### src/rtl/hyst_cmp_pkg.sv
// Shared types and defaults for the multi-channel hysteresis comparator.
// Holds the channel state encoding and the dwell counter sizing helper.
package hyst_cmp_pkg;

  localparam int W_DEF     = 8;
  localparam int N_CH_DEF  = 4;
  localparam int DWELL_DEF = 4;

  typedef enum logic [1:0] {
    B_GE   = 2'd0,
    ARM_UP = 2'd1,
    A_GT   = 2'd2,
    ARM_DN = 2'd3
  } state_t;

  // Counter must hold values 0..dwell.
  function automatic int cnt_w(input int dwell);
    return $clog2(dwell + 32'sd1);
  endfunction

endpackage

### src/rtl/hyst_cmp_if.sv
// Bus between the sensor front-end (master) and the comparator array (slave).
interface hyst_cmp_if #(
  parameter int W    = 8,
  parameter int N_CH = 4
);
  logic                en;
  logic [W-1:0]        th;
  logic [N_CH*W-1:0]   ts_a;
  logic [N_CH*W-1:0]   ts_b;
  logic [N_CH-1:0]     out;
  logic [N_CH-1:0]     chg;
  logic                any_out;

  modport master (output en, th, ts_a, ts_b, input out, chg, any_out);
  modport slave  (input en, th, ts_a, ts_b, output out, chg, any_out);
endinterface

### src/rtl/hyst_cmp_ch.sv
// One comparator channel: dwell-qualified hysteresis FSM with registered
// regime output and a one-cycle change pulse.
module hyst_cmp_ch
  import hyst_cmp_pkg::*;
#(
  parameter int W     = W_DEF,
  parameter int DWELL = DWELL_DEF
) (
  input  logic         clk,
  input  logic         rst,
  input  logic         en,
  input  logic [W-1:0] th,
  input  logic [W-1:0] a,
  input  logic [W-1:0] b,
  output logic         out,
  output logic         chg,
  output logic         out_nxt
);

  localparam int            CW       = cnt_w(DWELL);
  localparam logic [CW-1:0] DWELL_C  = CW'(DWELL);
  localparam logic [CW-1:0] CNT_ONE  = CW'(32'd1);
  localparam logic [CW-1:0] CNT_ZERO = CW'(32'd0);
  localparam bit            ONE_SHOT = (DWELL == 32'sd1);

  logic          valid_s, up_s, dn_s;
  logic [W:0]    a_sum_s, b_sum_s;
  logic [CW-1:0] cnt_r, cnt_nxt_s, cnt_inc_s;
  state_t        state_r, state_nxt_s;
  logic          out_r, chg_r, out_nxt_s;

  // Sums are one bit wider than the readings so a large th never wraps.
  assign valid_s   = (a != {W{1'b0}}) && (b != {W{1'b0}});
  assign a_sum_s   = {1'b0, a} + {1'b0, th};
  assign b_sum_s   = {1'b0, b} + {1'b0, th};
  assign up_s      = valid_s && ({1'b0, a} > b_sum_s);
  assign dn_s      = valid_s && ({1'b0, b} > a_sum_s);
  assign cnt_inc_s = cnt_r + CNT_ONE;

  // Next-state and dwell counter; everything holds while en is low.
  always_comb begin
    state_nxt_s = state_r;
    cnt_nxt_s   = cnt_r;
    if (en) begin
      case (state_r)
        B_GE: begin
          if (up_s) begin
            state_nxt_s = ONE_SHOT ? A_GT : ARM_UP;
            cnt_nxt_s   = ONE_SHOT ? CNT_ZERO : CNT_ONE;
          end else begin
            state_nxt_s = B_GE;
          end
        end
        ARM_UP: begin
          if (up_s && (cnt_inc_s == DWELL_C)) begin
            state_nxt_s = A_GT;
            cnt_nxt_s   = CNT_ZERO;
          end else if (up_s) begin
            cnt_nxt_s   = cnt_inc_s;
          end else begin
            state_nxt_s = B_GE;
            cnt_nxt_s   = CNT_ZERO;
          end
        end
        A_GT: begin
          if (dn_s) begin
            state_nxt_s = ONE_SHOT ? B_GE : ARM_DN;
            cnt_nxt_s   = ONE_SHOT ? CNT_ZERO : CNT_ONE;
          end else begin
            state_nxt_s = A_GT;
          end
        end
        ARM_DN: begin
          if (dn_s && (cnt_inc_s == DWELL_C)) begin
            state_nxt_s = B_GE;
            cnt_nxt_s   = CNT_ZERO;
          end else if (dn_s) begin
            cnt_nxt_s   = cnt_inc_s;
          end else begin
            state_nxt_s = A_GT;
            cnt_nxt_s   = CNT_ZERO;
          end
        end
        default: begin
          state_nxt_s = B_GE;
          cnt_nxt_s   = CNT_ZERO;
        end
      endcase
    end else begin
      state_nxt_s = state_r;
      cnt_nxt_s   = cnt_r;
    end
  end

  // ARM_DN still reports the hot regime so arming never glitches out.
  assign out_nxt_s = (state_nxt_s == A_GT) || (state_nxt_s == ARM_DN);

  // State, counter and registered outputs.
  always_ff @(posedge clk) begin
    if (rst) begin
      state_r <= B_GE;
      cnt_r   <= CNT_ZERO;
      out_r   <= 1'b0;
      chg_r   <= 1'b0;
    end else begin
      state_r <= state_nxt_s;
      cnt_r   <= cnt_nxt_s;
      out_r   <= out_nxt_s;
      chg_r   <= out_nxt_s ^ out_r;
    end
  end

  assign out     = out_r;
  assign chg     = chg_r;
  assign out_nxt = out_nxt_s;

endmodule

### src/rtl/hyst_cmp_array.sv
// N_CH independent hysteresis comparator channels plus a registered
// aggregate flag aligned with the per-channel outputs.
module hyst_cmp_array
  import hyst_cmp_pkg::*;
#(
  parameter int W     = W_DEF,
  parameter int N_CH  = N_CH_DEF,
  parameter int DWELL = DWELL_DEF
) (
  input logic       clk,
  input logic       rst,
  hyst_cmp_if.slave bus
);

  logic [N_CH-1:0] out_s, chg_s, out_nxt_s;
  logic            any_r;

  for (genvar i = 0; i < N_CH; i++) begin : g_ch
    hyst_cmp_ch #(
      .W     (W),
      .DWELL (DWELL)
    ) u_ch (
      .clk     (clk),
      .rst     (rst),
      .en      (bus.en),
      .th      (bus.th),
      .a       (bus.ts_a[i*W +: W]),
      .b       (bus.ts_b[i*W +: W]),
      .out     (out_s[i]),
      .chg     (chg_s[i]),
      .out_nxt (out_nxt_s[i])
    );
  end

  // Built from next-state so it lands in the same cycle as out.
  always_ff @(posedge clk) begin
    if (rst) begin
      any_r <= 1'b0;
    end else begin
      any_r <= |out_nxt_s;
    end
  end

  assign bus.out     = out_s;
  assign bus.chg     = chg_s;
  assign bus.any_out = any_r;

endmodule

### src/flat_wrapper.sv
// flat-port wrapper written by rule: the top's interface ports become plain ports
module hyst_cmp_array_flat import hyst_cmp_pkg::*;
#(
  parameter int W     = W_DEF,
  parameter int N_CH  = N_CH_DEF,
  parameter int DWELL = DWELL_DEF
)
  (clk, rst, bus_en, bus_th, bus_ts_a, bus_ts_b, bus_out, bus_chg, bus_any_out);
  hyst_cmp_if #(.W(W), .N_CH(N_CH)) bus_i ();
  input logic clk;
  input logic rst;
  input wire logic [$bits(bus_i.en)-1:0] bus_en;
  input wire logic [$bits(bus_i.th)-1:0] bus_th;
  input wire logic [$bits(bus_i.ts_a)-1:0] bus_ts_a;
  input wire logic [$bits(bus_i.ts_b)-1:0] bus_ts_b;
  output wire logic [$bits(bus_i.out)-1:0] bus_out;
  output wire logic [$bits(bus_i.chg)-1:0] bus_chg;
  output wire logic [$bits(bus_i.any_out)-1:0] bus_any_out;
  assign bus_i.en = bus_en;
  assign bus_i.th = bus_th;
  assign bus_i.ts_a = bus_ts_a;
  assign bus_i.ts_b = bus_ts_b;
  assign bus_out = bus_i.out;
  assign bus_chg = bus_i.chg;
  assign bus_any_out = bus_i.any_out;
  hyst_cmp_array #(.W(W), .N_CH(N_CH), .DWELL(DWELL)) u_core (.clk(clk), .rst(rst), .bus(bus_i));
endmodule
### config.mk
export PLATFORM = sky130hd
export DESIGN_NAME = hyst_cmp_array_flat
export DESIGN_NICKNAME = d
export VERILOG_FILES = /design/src/rtl/hyst_cmp_pkg.sv /design/src/rtl/hyst_cmp_if.sv /design/src/rtl/hyst_cmp_ch.sv /design/src/rtl/hyst_cmp_array.sv /design/src/flat_wrapper.sv
export SDC_FILE = /design/constraint.sdc
export NUM_CORES = 1
export LEC_CHECK = 0
export CELL_PAD_IN_SITES_DETAIL_PLACEMENT = 1
export CELL_PAD_IN_SITES_GLOBAL_PLACEMENT = 2
export CORE_MARGIN = 2
export CORE_UTILIZATION = 25
export DETAILED_ROUTE_END_ITERATION = 10
export PLACE_DENSITY_LB_ADDON = 0.1
export SYNTH_ARGS = -nofsm -noshare
export SYNTH_HDL_FRONTEND = slang
export SYNTH_SLANG_ARGS = --single-unit
### constraint.sdc
create_clock -name clk -period 6.2 [get_ports clk]
set_input_delay 1.24 -clock clk [delete_from_list [all_inputs] [get_ports clk]]
set_output_delay 1.24 -clock clk [all_outputs]
set_load 0.05 [all_outputs]
# After elaboration in Yosys (flattened, before gate mapping)
# Cells that the tools add are included.
# word_totals
out_inout_bits	9
in_bits	75
regBits	29
# classes
order_cmp	8
eq_ne	32
n_addsub	12
n_reduce_logical	41
muxes	60
bitwise_logic	4
# ops
op	n
adder 8 x 8 -> 9 bit	8
> comparator 8 x 9 -> 1 bit	8
2-to-1 mux 3 bit	24
nonzero test 8 bit	8
case mux 3 bit (4 select lines)	4
2-to-1 mux 2 bit	20
== test 2 bit (second input constant)	16
case mux 2 bit (4 select lines)	4
logical AND 1 bit	20
inequality test 2 bit (second input constant)	8
adder 3 x 1 -> 3 bit (second input constant)	4
== test 3 bit (second input constant)	4
AND reduction 3 bit	4
== test 2 x 1 -> 1 bit (second input constant)	4
logical NOT 2 bit	4
2-to-1 mux 1 bit	8
logical OR 1 bit	4
OR reduction 4 bit	1
bitwise XOR 1 bit	4

# Longest topological paths before layout
# Gate-level depths: netlist of the first run.
# depth
ltp_word	10
ltp_mapped	17
ltp_nobuf	17

# Cells and area by module
# Synthesis of the first run repeated with hierarchy kept, for this count alone.
# unflattened
cells_unflattened	642
hier_area_um2	5596.6
# by_module_without_submodules
mod	area_each_um2	seq_area_each_um2	n_inst	cells_per_inst
hyst_cmp_ch at u_core.g_ch[0].u_ch ...	1397.6	140.1	2	161
hyst_cmp_ch at u_core.g_ch[1].u_ch	1436.4	140.1	1	157
hyst_cmp_ch at u_core.g_ch[3].u_ch	1335.0	140.1	1	160
hyst_cmp_array	30.0	20.0	1	3

# Worst setup path before layout of the first run
# OpenSTA, ideal clock, no wires.
# synth_path
kind	input-to-reg
startpoint	input port bus_ts_a[0]
endpoint	register u_core.g_ch[0].u_ch.chg_r
path_stages	17
arrival_ns	4.237
path_buffers	0
t_required_ns	6.077
slack_ns	1.839
path_cell_list	ha_1 -> inv_1 -> fa_1 -> nor2b_1 -> o21a_1 -> o21ai_0 -> nand2b_1 -> a21oi_1 -> xor2_1 -> ha_1 -> o21ai_1 -> nand2b_1 -> a21oi_1 -> or4_1 -> o31a_1 -> a41oi_2 -> mux2_1
# synth_between
elab_chain_len	10
word_cells_on_any_way	21
cone_classes	add/sub (1); order compare (2); eq/ne (2); mux (8); bitwise (1); reduce/logical (7)
# synth_lines
item	line	text
start, declared	flat_wrapper.sv:14	input wire logic [$bits(bus_i.ts_a)-1:0] bus_ts_a;
adder 8 x 8 -> 9 bit or nonzero test 8 bit (tied branches)	hyst_cmp_ch.sv:34, hyst_cmp_ch.sv:33	
> comparator 8 x 9 -> 1 bit or logical AND 1 bit (tied branches)	hyst_cmp_ch.sv:37, hyst_cmp_ch.sv:33	
logical AND 1 bit, on equally long branches	hyst_cmp_ch.sv:37, hyst_cmp_ch.sv:36	
2-to-1 mux 2 bit, or another cell as far along	hyst_cmp_ch.sv:77	end else if (dn_s) begin
2-to-1 mux 2 bit, on equally long branches	hyst_cmp_ch.sv:74, hyst_cmp_ch.sv:55	
case mux 2 bit (4 select lines) *	hyst_cmp_ch.sv:45	case (state_r)
2-to-1 mux 2 bit *	hyst_cmp_ch.sv:44	if (en) begin
== test 2 bit	hyst_cmp_ch.sv:96	assign out_nxt_s = (state_nxt_s == A_GT) || (state_nxt_s == ARM_DN);
logical OR 1 bit *	hyst_cmp_ch.sv:96	
bitwise XOR 1 bit *	hyst_cmp_ch.sv:109	chg_r <= out_nxt_s ^ out_r;
end signal, assigned	hyst_cmp_ch.sv:109	
end, declared	hyst_cmp_ch.sv:30	logic out_r, chg_r, out_nxt_s;
# Every way passes the cells marked *; elsewhere a longest branch is shown, timed or not.
# A chain may end at the register's enable or synchronous reset.

# Final worst setup path of the first run
# layout_path
startpoint	input port bus_th[0]
endpoint	register u_core.g_ch[0].u_ch.chg_r
# layout_between
elab_chain_len	10
word_cells_on_any_way	20
cone_classes	add/sub (2); order compare (2); eq/ne (2); mux (8); bitwise (1); reduce/logical (5)
# layout_lines
item	line	text
start, declared	flat_wrapper.sv:13	input wire logic [$bits(bus_i.th)-1:0] bus_th;
adder 8 x 8 -> 9 bit, on equally long branches	hyst_cmp_ch.sv:34, hyst_cmp_ch.sv:35	
> comparator 8 x 9 -> 1 bit, on equally long branches	hyst_cmp_ch.sv:37, hyst_cmp_ch.sv:36	
logical AND 1 bit, on equally long branches	hyst_cmp_ch.sv:37, hyst_cmp_ch.sv:36	
2-to-1 mux 2 bit, or another cell as far along	hyst_cmp_ch.sv:77	
2-to-1 mux 2 bit, on equally long branches	hyst_cmp_ch.sv:74, hyst_cmp_ch.sv:55	
case mux 2 bit (4 select lines) *	hyst_cmp_ch.sv:45	
2-to-1 mux 2 bit *	hyst_cmp_ch.sv:44	
== test 2 bit	hyst_cmp_ch.sv:96	
logical OR 1 bit *	hyst_cmp_ch.sv:96	
bitwise XOR 1 bit *	hyst_cmp_ch.sv:109	
# Marks and branches as above.

==> results of run 1 <==
## cell usage after synthesis, types with 3 or more instances
library cell and n:
a32o_1 4, nand4_1 11, and3_1 6, nor4_1 20, fa_1 8, and4_1 3, xor2_1 22, nor2_1 33
inv_1 49, o221a_2 3, o21ai_1 3, nand2_1 30, nor3_1 4, o211ai_1 4, xnor2_1 26, nand3_1 8
o31a_1 3, or3_1 6, a211oi_1 10, a21o_1 19, buf_4 8, a21oi_1 52, o31ai_1 3, o21a_1 9
a211o_1 5, clkbuf_1 5, nor2b_1 11, dfxtp_1 29, o21bai_1 11, nand2b_1 12, o21ai_0 26, nand3b_1 3
ha_1 136
## metrics by stage
stage                     instance area (sq um)  instances  hold slack (ns)  worst slack, ns  util [%]
after floorplan                            5340        632            0.446             1.84         -
after global placement                     6460        981            0.464            0.710      30.8
after detailed placement                   6460        981            0.479            0.602      30.8
after CTS                                  6620        989            0.486            0.871      31.5
after global routing                       6620        989            0.510            0.544      31.5
final                                      6620        989            0.484            0.921      31.5
## power by group through the flow
stage	Sequential, mW	Combinational [mW]	Clock [mW]
5_1_grt	0.202	0.675	0.267
3_3_place_gp	0.204	0.580	0
4_1_cts	0.201	0.602	0.263
2_1_floorplan	0.202	0.397	0
3_5_place_dp	0.205	0.598	0
6_report	0.201	0.592	0.254
## flip-flops by register name, indices dropped and copies added (netlist names)
register	flops
u_core.g_ch.u_ch.cnt_r	12
u_core.g_ch.u_ch.state_r	8
u_core.g_ch.u_ch.chg	4
u_core.g_ch.u_ch.out	4
u_core.bus.any_out	1
## cell type report
type	count	area [sq um]	share of cell area, %
Inverter	50	188	2.83
Clock buffer	7	153	2.30
Sequential cell	29	581	8.77
Timing Repair Buffer	87	861	13.0
Clock inverter	1	5.00	0.0756
Multi-Input combinational cell	540	4490	67.8
Tap cell	275	344	5.20
## cells by family after synthesis
| group | share of synthesized area, % |
|---|---|
| compound gates | 24.2 |
| simple gates | 16.2 |
| fa+ha+maj | 34.9 |
| buf+inv | 4.99 |
| xor+xnor | 7.87 |
| flops | 10.9 |
| mux | 1.01 |
## routing by layer
layer	track usage [%]	share of wire, %	up-vias
met4	1.79	0.51	0
met2	29.6	49	56
met3	1.73	2.8	10
met1	21.5	48	2405
li1	-	-	2538
met5	0	0	-
## how the worst max path moves through the flow
stage | from | to | cells past startpoint | slack, ns
final | bus_th[0] | u_core.g_ch[0].u_ch.chg | 18 | 0.92
after global routing | bus_th[0] | u_core.g_ch[0].u_ch.chg | 18 | 0.54
after CTS | bus_th[0] | u_core.g_ch[0].u_ch.chg | 18 | 0.87
after detailed placement | bus_th[0] | u_core.g_ch[0].u_ch.chg | 18 | 0.60
after global placement | bus_th[1] | u_core.g_ch[0].u_ch.chg | 17 | 0.71
after floorplan | bus_ts_a[0] | u_core.g_ch[0].u_ch.chg | 17 | 1.84
## worst reg2reg max path, stage by stage (launching register included)
cell and delay [ns]:
dfxtp_1 0.37, ha_1 0.16, ha_1 0.21, and3_1 0.20, nand4_1 0.09, o31a_2 0.29
a21oi_1 0.47, a41oi_1 0.21
==> results_dict.tcl, run 1 <==
set metrics [dict create \
    status "finished clean" \
    dieWidth_um 150 \
    critPathMaxStageDelay_ns 0.78 \
    cts.repair.resized 0 \
    drive_above_1_share_pct 4.34 \
    yosysWarnings 0 \
    cp.arrival_ns 5.44 \
    tightestPinTransition_ns 0.834 \
    cp_cell_sequence "clkdlybuf4s50_1 > ha_1 > inv_1 > fa_1 > nor2b_1 > o21a_1 > o21ai_0 > nand2b_1 > a21oi_1 > xor2_1 > ha_1 > o21ai_1 > nand2b_1 > a21oi_1 > or4_1 > o31a_1 > a41oi_2 > mux2_1" \
    layout_common_cells "ha_1 (136), clkdlybuf4s50_1 (83), a21oi_1 (52)" \
    synth-seq-cells 29 \
    clockBufferDepth 2 \
    timing.fmax_mhz 189 \
    worstSetupStartpointType "input port" \
    vias 5009 \
    synthDistinctLibCells 70 \
    areaGrowthSynthToFinish_pct 24.0 \
    async_flop_share_pct 0 \
    drt_iter0_drc 111 \
    pwr-share-seq_pct 19.2 \
    tns_ns 0 \
    rsz0062_at_grt "no" \
    hold_buffers 0 \
    core_sq_um 21000 \
    vdd_drop_max_v 0.000111 \
    final_max_slew_viol_count 0 \
    cp.buffers_inverters 2 \
    cts_sinks 29 \
    row_count 53 \
    layout_commonest_cell "ha_1" \
    dpl.hpwl_mm 15.3 \
    fp.dieArea_sq_um 22500 \
    clockRootBuffer "clkbuf_16" \
    clkSlewWorstSetupHoldPaths_ns 0.05 \
    fin_skew_ns 0.00423 \
    synth_edf_count 0 \
    cts_tree "done" \
    antenna_found_initial 0 \
    crit_family "compound AO/OA/AOI/OAI gates" \
    reg2reg_depth 7 \
    cts_buffers 5 \
    synthFlopType "dfxtp_1" \
    setup_viol 0 \
    switching_share_pct 38.8 \
    ios 84 \
    grt_usage_pct 16.3 \
    nFillCells 2464 \
    p_sw_mw 0.406 \
    reg2reg_slack_ns 4.03 \
    worstSetupPathType "in -> reg" \
    grt_max_degree 30 \
    synth_area_per_cell_sq_um 8.45 \
    power.density_nw_per_um2 158 \
    grt_pass1_wl_mm 28.7 \
    diodes 0 \
    synth_top_cell_area_share_pct 31.9 \
    clkPwrFrac_pct 24.3 \
    leakage_nw 2.92 \
    required_ns 6.36 \
    insertion_delay_ns 0.27 \
    regToRegEndpoint "u_core.bus.any_out" \
    synth_area_sq_um 5340 \
    postCtsSetupRepairBufs 0 \
    maxCapViolCount 0 \
    grt_pass1_vias 5422 \
    final_nets 932 \
    antenna_left 0 \
    slew_headroom_pct 44.2 \
    p_total_mw 1.05 \
    setup.worst_path.end_class "register" \
    worst_path_max_delay_cell "clkdlybuf4s50_1" \
    postRouteWirelength_mm 18.0 \
    finalHoldViolCount 0 \
    gp_congestion 0.778 \
    fin_crit_ns 5.28 \
    die_height_um 150 \
    via_per_inst 5.06 \
    seq_area_frac_synth_pct 10.9 \
    holdCritStartpoint "u_core.g_ch[2].u_ch.cnt_r[1]" \
    overflow 0 \
    drt_drc_violations_left 0 \
    crit_fanout 8 \
    synth_area_leaders "ha_1 (32%), dfxtp_1 (11%), a21oi_1 (4.9%), xnor2_1 (4.3%), xor2_1 (3.6%)" \
    detail_route.wl_per_cell_um 18.2 \
    netlist_instances 632 \
    initial_core_util_pct 25.4 \
    syn_nets 851 \
    holdPathStages 2 \
    htree_levels 2 \
    min_path_type "reg -> reg" \
    r2r-start "u_core.g_ch[2].u_ch.cnt_r[0]" \
    whs_endpoint "u_core.g_ch[2].u_ch.cnt_r[1]" \
    io_buffers 83 \
    yosysTopAreaCell "ha_1" \
    fin_crit_sh_pct 85.2 \
    drt_pass1_iterations 4 \
    p_comb_share_pct 56.5 \
    internal-power_mw 0.640 \
]
Note: power is estimated with default switching activity, not from simulation.
==> run 2, diff against run 1 <==
MAX_ROUTING_LAYER = met4   (was unset)
==> results_dict.tcl, run 2 (synthesized netlist as in run 1, its figures left out) <==
set metrics [dict create \
    status "finished clean" \
    grt_usage_pct 16.8 \
    power.density_nw_per_um2 158 \
    dp.cells 981 \
    grt_pass1_vias 5417 \
    grt_pass1_wl_mm 28.7 \
    htree_levels 2 \
    crit_fanout 8 \
    crit_path_start "bus_th[0]" \
    clockRootBuffer "clkbuf_16" \
    gp_congestion 0.789 \
    final_max_slew_viol_count 0 \
    cp.arrival_ns 5.44 \
    antenna_found_initial 0 \
    fin_crit_ns 5.27 \
    insertion_delay_ns 0.27 \
    vdd_drop_max_v 0.000111 \
    layout_common_cells "ha_1 (136), clkdlybuf4s50_1 (83), a21oi_1 (52)" \
    holdPathStages 2 \
    drt_drc_violations_left 0 \
    met3_length_um 506 \
    rsz0062_at_grt "no" \
    reg2reg_slack_ns 4.03 \
    post_dp_cell_area_sq_um 6460 \
    r2r-start "u_core.g_ch[2].u_ch.cnt_r[0]" \
    required_ns 6.36 \
    tns_ns 0 \
    layout_commonest_cell "ha_1" \
    drt_iter0_drc 107 \
    detail_route.wl_per_cell_um 18.2 \
    wl_met1_mm 8.59 \
    areaGrowthSynthToFinish_pct 24.0 \
    timing.fmax_mhz 190 \
    cts_buffers 5 \
    core_sq_um 21000 \
    min_path_type "reg -> reg" \
    largest_reg_flops 12 \
    final_nets 932 \
    setup_viol 0 \
    regToRegEndpoint "u_core.bus.any_out" \
    fin_cells 989 \
    io_buffers 83 \
    fin_crit_sh_pct 85.1 \
    top_register "u_core.g_ch.u_ch.cnt_r" \
    cts.repair.resized 0 \
    via_per_inst 5.07 \
    stdcell_area_sq_um 6620 \
    p_total_mw 1.05 \
    die_height_um 150 \
    grt_max_degree 30 \
    dpl.hpwl_mm 15.3 \
    ios 84 \
    initial_core_util_pct 25.4 \
    drt_pass1_iterations 4 \
    overflow 0 \
    leakage_nw 2.92 \
    setup.worst_path.end_class "register" \
    antenna_left 0 \
    diodes 0 \
    slew_headroom_pct 46.1 \
    maxCapViolCount 0 \
    postCtsSetupRepairBufs 0 \
    cts_sinks 29 \
    hold_buffers 0 \
    worstSetupStartpointType "input port" \
    vias 5017 \
    postRouteWirelength_mm 18.0 \
    reg2reg_depth 7 \
    cts_tree "done" \
    reg_top3 "u_core.g_ch.u_ch.cnt_r (12), u_core.g_ch.u_ch.state_r (8)" \
    dr.max_layer_used "met4" \
    worstSetupPathType "in -> reg" \
    row_count 53 \
    tightestPinTransition_ns 0.806 \
    setup.worst_path.end "u_core.g_ch[0].u_ch.chg" \
    dieWidth_um 150 \
    post-route-util_pct 31.5 \
    fp.dieArea_sq_um 22500 \
    fin_skew_ns 0.00431 \
    clockBufferDepth 2 \
    clkSlewWorstSetupHoldPaths_ns 0.05 \
    route.met2.wl_mm 8.81 \
    finalHoldViolCount 0 \
    drive_above_1_share_pct 4.34 \
]
[run 2: cell counts in the layout (fill, tap and decap cells not counted)]
No cell type changed its count.
[run 2: through the flow]
| stage | worst slack (ns) | hold slack [ns] |
|---|---|---|
| after floorplan | 1.84 | 0.446 |
| after global placement | 0.710 | 0.464 |
| after detailed placement | 0.602 | 0.479 |
| after CTS | 0.871 | 0.486 |
| after global routing | 0.544 | 0.510 |
| final | 0.926 | 0.484 |
[run 2: critical path, stage by stage]
cell and delay (ns):
clkdlybuf4s50_1 0.78, ha_1 0.26, inv_1 0.06, fa_1 0.40
nor2b_1 0.13, o21a_1 0.12, o21ai_0 0.10, nand2b_1 0.10
a21oi_1 0.07, xor2_1 0.15, ha_1 0.30, o21ai_1 0.06
nand2b_1 0.07, a21oi_1 0.06, or4_1 0.55, o31a_1 0.32
a41oi_2 0.31, mux2_1 0.35
[run 2: layer usage]
layer  global-route usage [%]  up-vias
met5                        -        -
met4                     1.79        0
met3                     1.73       10
met2                     29.6       67
met1                     21.5     2401
li1                         -     2539
[run 2: how the worst min path moves through the flow]
| stage | start | to | slack (ns) |
|---|---|---|---|
| 3_3_place_gp | u_core.g_ch[2].u_ch.cnt_r[1] | u_core.g_ch[2].u_ch.cnt_r[1] | 0.46 |
| 2_1_floorplan | u_core.g_ch[1].u_ch.cnt_r[2] | u_core.g_ch[1].u_ch.cnt_r[2] | 0.45 |
| 3_5_place_dp | u_core.g_ch[2].u_ch.cnt_r[1] | u_core.g_ch[2].u_ch.cnt_r[1] | 0.48 |
| 6_report | u_core.g_ch[2].u_ch.cnt_r[1] | u_core.g_ch[2].u_ch.cnt_r[1] | 0.48 |
| 4_1_cts | u_core.g_ch[2].u_ch.cnt_r[1] | u_core.g_ch[2].u_ch.cnt_r[1] | 0.49 |
| 5_1_grt | u_core.g_ch[2].u_ch.cnt_r[1] | u_core.g_ch[2].u_ch.cnt_r[1] | 0.51 |
[run 2: where the power goes]
group	switching, mW	leakage (nW)	internal, mW	total (mW)
registers	0.00761	0.234	0.193	0.201
logic	0.314	2.60	0.278	0.591
clock network	0.0841	0.0799	0.170	0.254
total	0.406	2.92	0.640	1.05
[run 2: layout make-up]
cell class | count | area, sq um
well taps | 275 | 344
clock buffers | 7 | 153
fillers | 2464 | 14400
clock inverters | 1 | 5.00
repair buffers | 87 | 861
inverters | 50 | 188
multi-input cells | 540 | 4490
flip-flops and latches | 29 | 581
==> run 3, diff against run 2 <==
RECOVER_POWER = 50   (was unset)
clock period = 4.6 ns   (was 6.2 ns; I/O delays follow)
==> results_dict.tcl, run 3 (synthesized netlist as in run 1, its figures left out) <==
set metrics [dict create \
    drt_pass1_iterations 4 \
    largest_reg_flops 12 \
    holdCritStartpoint "u_core.g_ch[1].u_ch.cnt_r[1]" \
    cp_cell_sequence "clkdlybuf4s50_1 > ha_1 > nor2b_1 > o21a_1 > buf_4 > or2_2 > xnor2_1 > ha_1 > nand4_1 > o21ai_1 > a21oi_1 > or4_4 > o31a_1 > a41oi_2 > mux2_4" \
    core_sq_um 21000 \
    clkSlewWorstSetupHoldPaths_ns 0.05 \
    grt_pass1_vias 5852 \
    pre_cts_ws_ns -0.222 \
    reg2reg_depth 8 \
    whs_endpoint "u_core.g_ch[1].u_ch.cnt_r[1]" \
    die_height_um 150 \
    vdd_drop_max_v 0.000117 \
    final_max_slew_viol_count 0 \
    crit_family "simple AND/OR/NAND/NOR gates" \
    drt_iter0_drc 100 \
    worst_path_max_delay_cell "clkdlybuf4s50_1" \
    finalHoldViolCount 0 \
    regToRegEndpoint "u_core.g_ch[3].u_ch.chg" \
    grt_max_degree 25 \
    timing.fmax_mhz 225 \
    setup_slack_ns 0.161 \
    htree_levels 2 \
    drive_above_1_share_pct 12.7 \
    top_register "u_core.g_ch.u_ch.cnt_r" \
    worstSetupPathType "in -> reg" \
    r2r-start "u_core.g_ch[3].u_ch.cnt_r[0]" \
    min_path_type "reg -> reg" \
    hold-worst-slack_ns 0.483 \
    layout_commonest_cell "ha_1" \
    critPathMaxStageDelay_ns 0.57 \
    fin_crit_sh_pct 96.5 \
    hold_buffers 0 \
    reg2reg_slack_ns 2.53 \
    leakage_nw 3.31 \
    power.density_nw_per_um2 220 \
    cts_sinks 29 \
    clockBufferDepth 2 \
    drt_drc_violations_left 0 \
    gp_congestion 0.831 \
    setup.worst_path.end_class "register" \
    areaGrowthSynthToFinish_pct 34.5 \
    holdPathStages 2 \
    fp.dieArea_sq_um 22500 \
    fin_crit_ns 4.44 \
    initial_core_util_pct 25.4 \
    post-route-util_pct 34.2 \
    row_count 53 \
    status "finished clean" \
    clockRootBuffer "clkbuf_16" \
    grt_usage_pct 17.9 \
    ios 84 \
    setup_viol 0 \
    cp.buffers_inverters 2 \
    tightestPinTransition_ns 0.735 \
    io_buffers 83 \
    crit_fanout 2 \
    required_ns 4.76 \
    grt_pass1_wl_mm 30.8 \
    final_nets 997 \
    diodes 0 \
    crit_top_cell "ha_1" \
    dpl.hpwl_mm 16.7 \
    layout_common_cells "ha_1 (135), clkdlybuf4s50_1 (70), buf_4 (64)" \
    cts_buffers 5 \
    p_total_mw 1.58 \
    via_per_inst 5.01 \
    slew_headroom_pct 50.9 \
    worstSetupStartpointType "input port" \
    vias 5284 \
    fin_skew_ns 0.00745 \
    maxCapViolCount 0 \
    overflow 0 \
    cts_tree "done" \
    cp.arrival_ns 4.59 \
    antenna_left 0 \
    detail_route.wl_per_cell_um 18.1 \
    insertion_delay_ns 0.27 \
    postRouteWirelength_mm 19.1 \
    dieWidth_um 150 \
    antenna_found_initial 0 \
    reg_top3 "u_core.g_ch.u_ch.cnt_r (12), u_core.g_ch.u_ch.state_r (8)" \
]
[run 3: cell types whose count changed in the layout (fill, tap and decap cells not counted), moves of 4 or more]
cell / delta
buf_4: +60
clkdlybuf4s50_1: -13
dlygate4sd3_1: +9
dlymetal6s2s_1: +4
[run 3: worst max path at each step]
stage                           start  depth (start not counted)                 endpoint
after global placement      bus_th[1]                         17  u_core.g_ch[0].u_ch.chg
after detailed placement    bus_th[0]                         18  u_core.g_ch[0].u_ch.chg
after CTS                   bus_th[0]                         18  u_core.g_ch[0].u_ch.chg
final                       bus_th[2]                         15  u_core.g_ch[0].u_ch.chg
after global routing        bus_th[2]                         16       u_core.bus.any_out
after floorplan           bus_ts_a[0]                         17  u_core.g_ch[0].u_ch.chg
[run 3: cell type report]
cell class / instances / area, sq um
Fill cell: 2481 / 13800
Multi-Input combinational cell: 540 / 4510
Timing Repair Buffer: 152 / 1370
Sequential cell: 29 / 581
Tap cell: 275 / 344
Inverter: 50 / 188
Clock buffer: 5 / 125
Clock inverter: 3 / 65.1
[run 3: layer usage]
layer  wire (um)  track usage, %
met1        8910            22.5
met2        9580            32.4
met3         485            1.52
met4         125            1.84
met5           0               -
[run 3: worst register-to-register path, cell delays in order, from the launching register on]
cell and delay, ns:
dfxtp_1 0.36, ha_1 0.16, ha_1 0.22, and3_1 0.20, nor4b_1 0.23, nand4b_1 0.13, a22oi_1 0.42, xor2_1 0.19
nor2_1 0.05
[run 3: metrics by stage]
step | area (sq um) | setup TNS [ns] | std cells
floorplan | 5340 | 0 | 632
global placement | 6960 | -0.436 | 1045
detailed placement | 6960 | -1.74 | 1045
CTS | 7150 | 0 | 1053
global route | 7180 | -0.0119 | 1054
finish | 7180 | 0 | 1054
[run 3: power by group]
group / switching [mW] / total (mW) / internal, mW
clock: 0.116 / 0.425 / 0.309
combinational: 0.444 / 0.882 / 0.437
sequential: 0.0102 / 0.270 / 0.260
total: 0.570 / 1.58 / 1.01
[run 3: repair_timing]
item,in CTS,in global routing
setup buffers,0,1
endpoints found under the hold margin,0,0
endpoints found under the setup margin,0,24
resized for setup,0,11
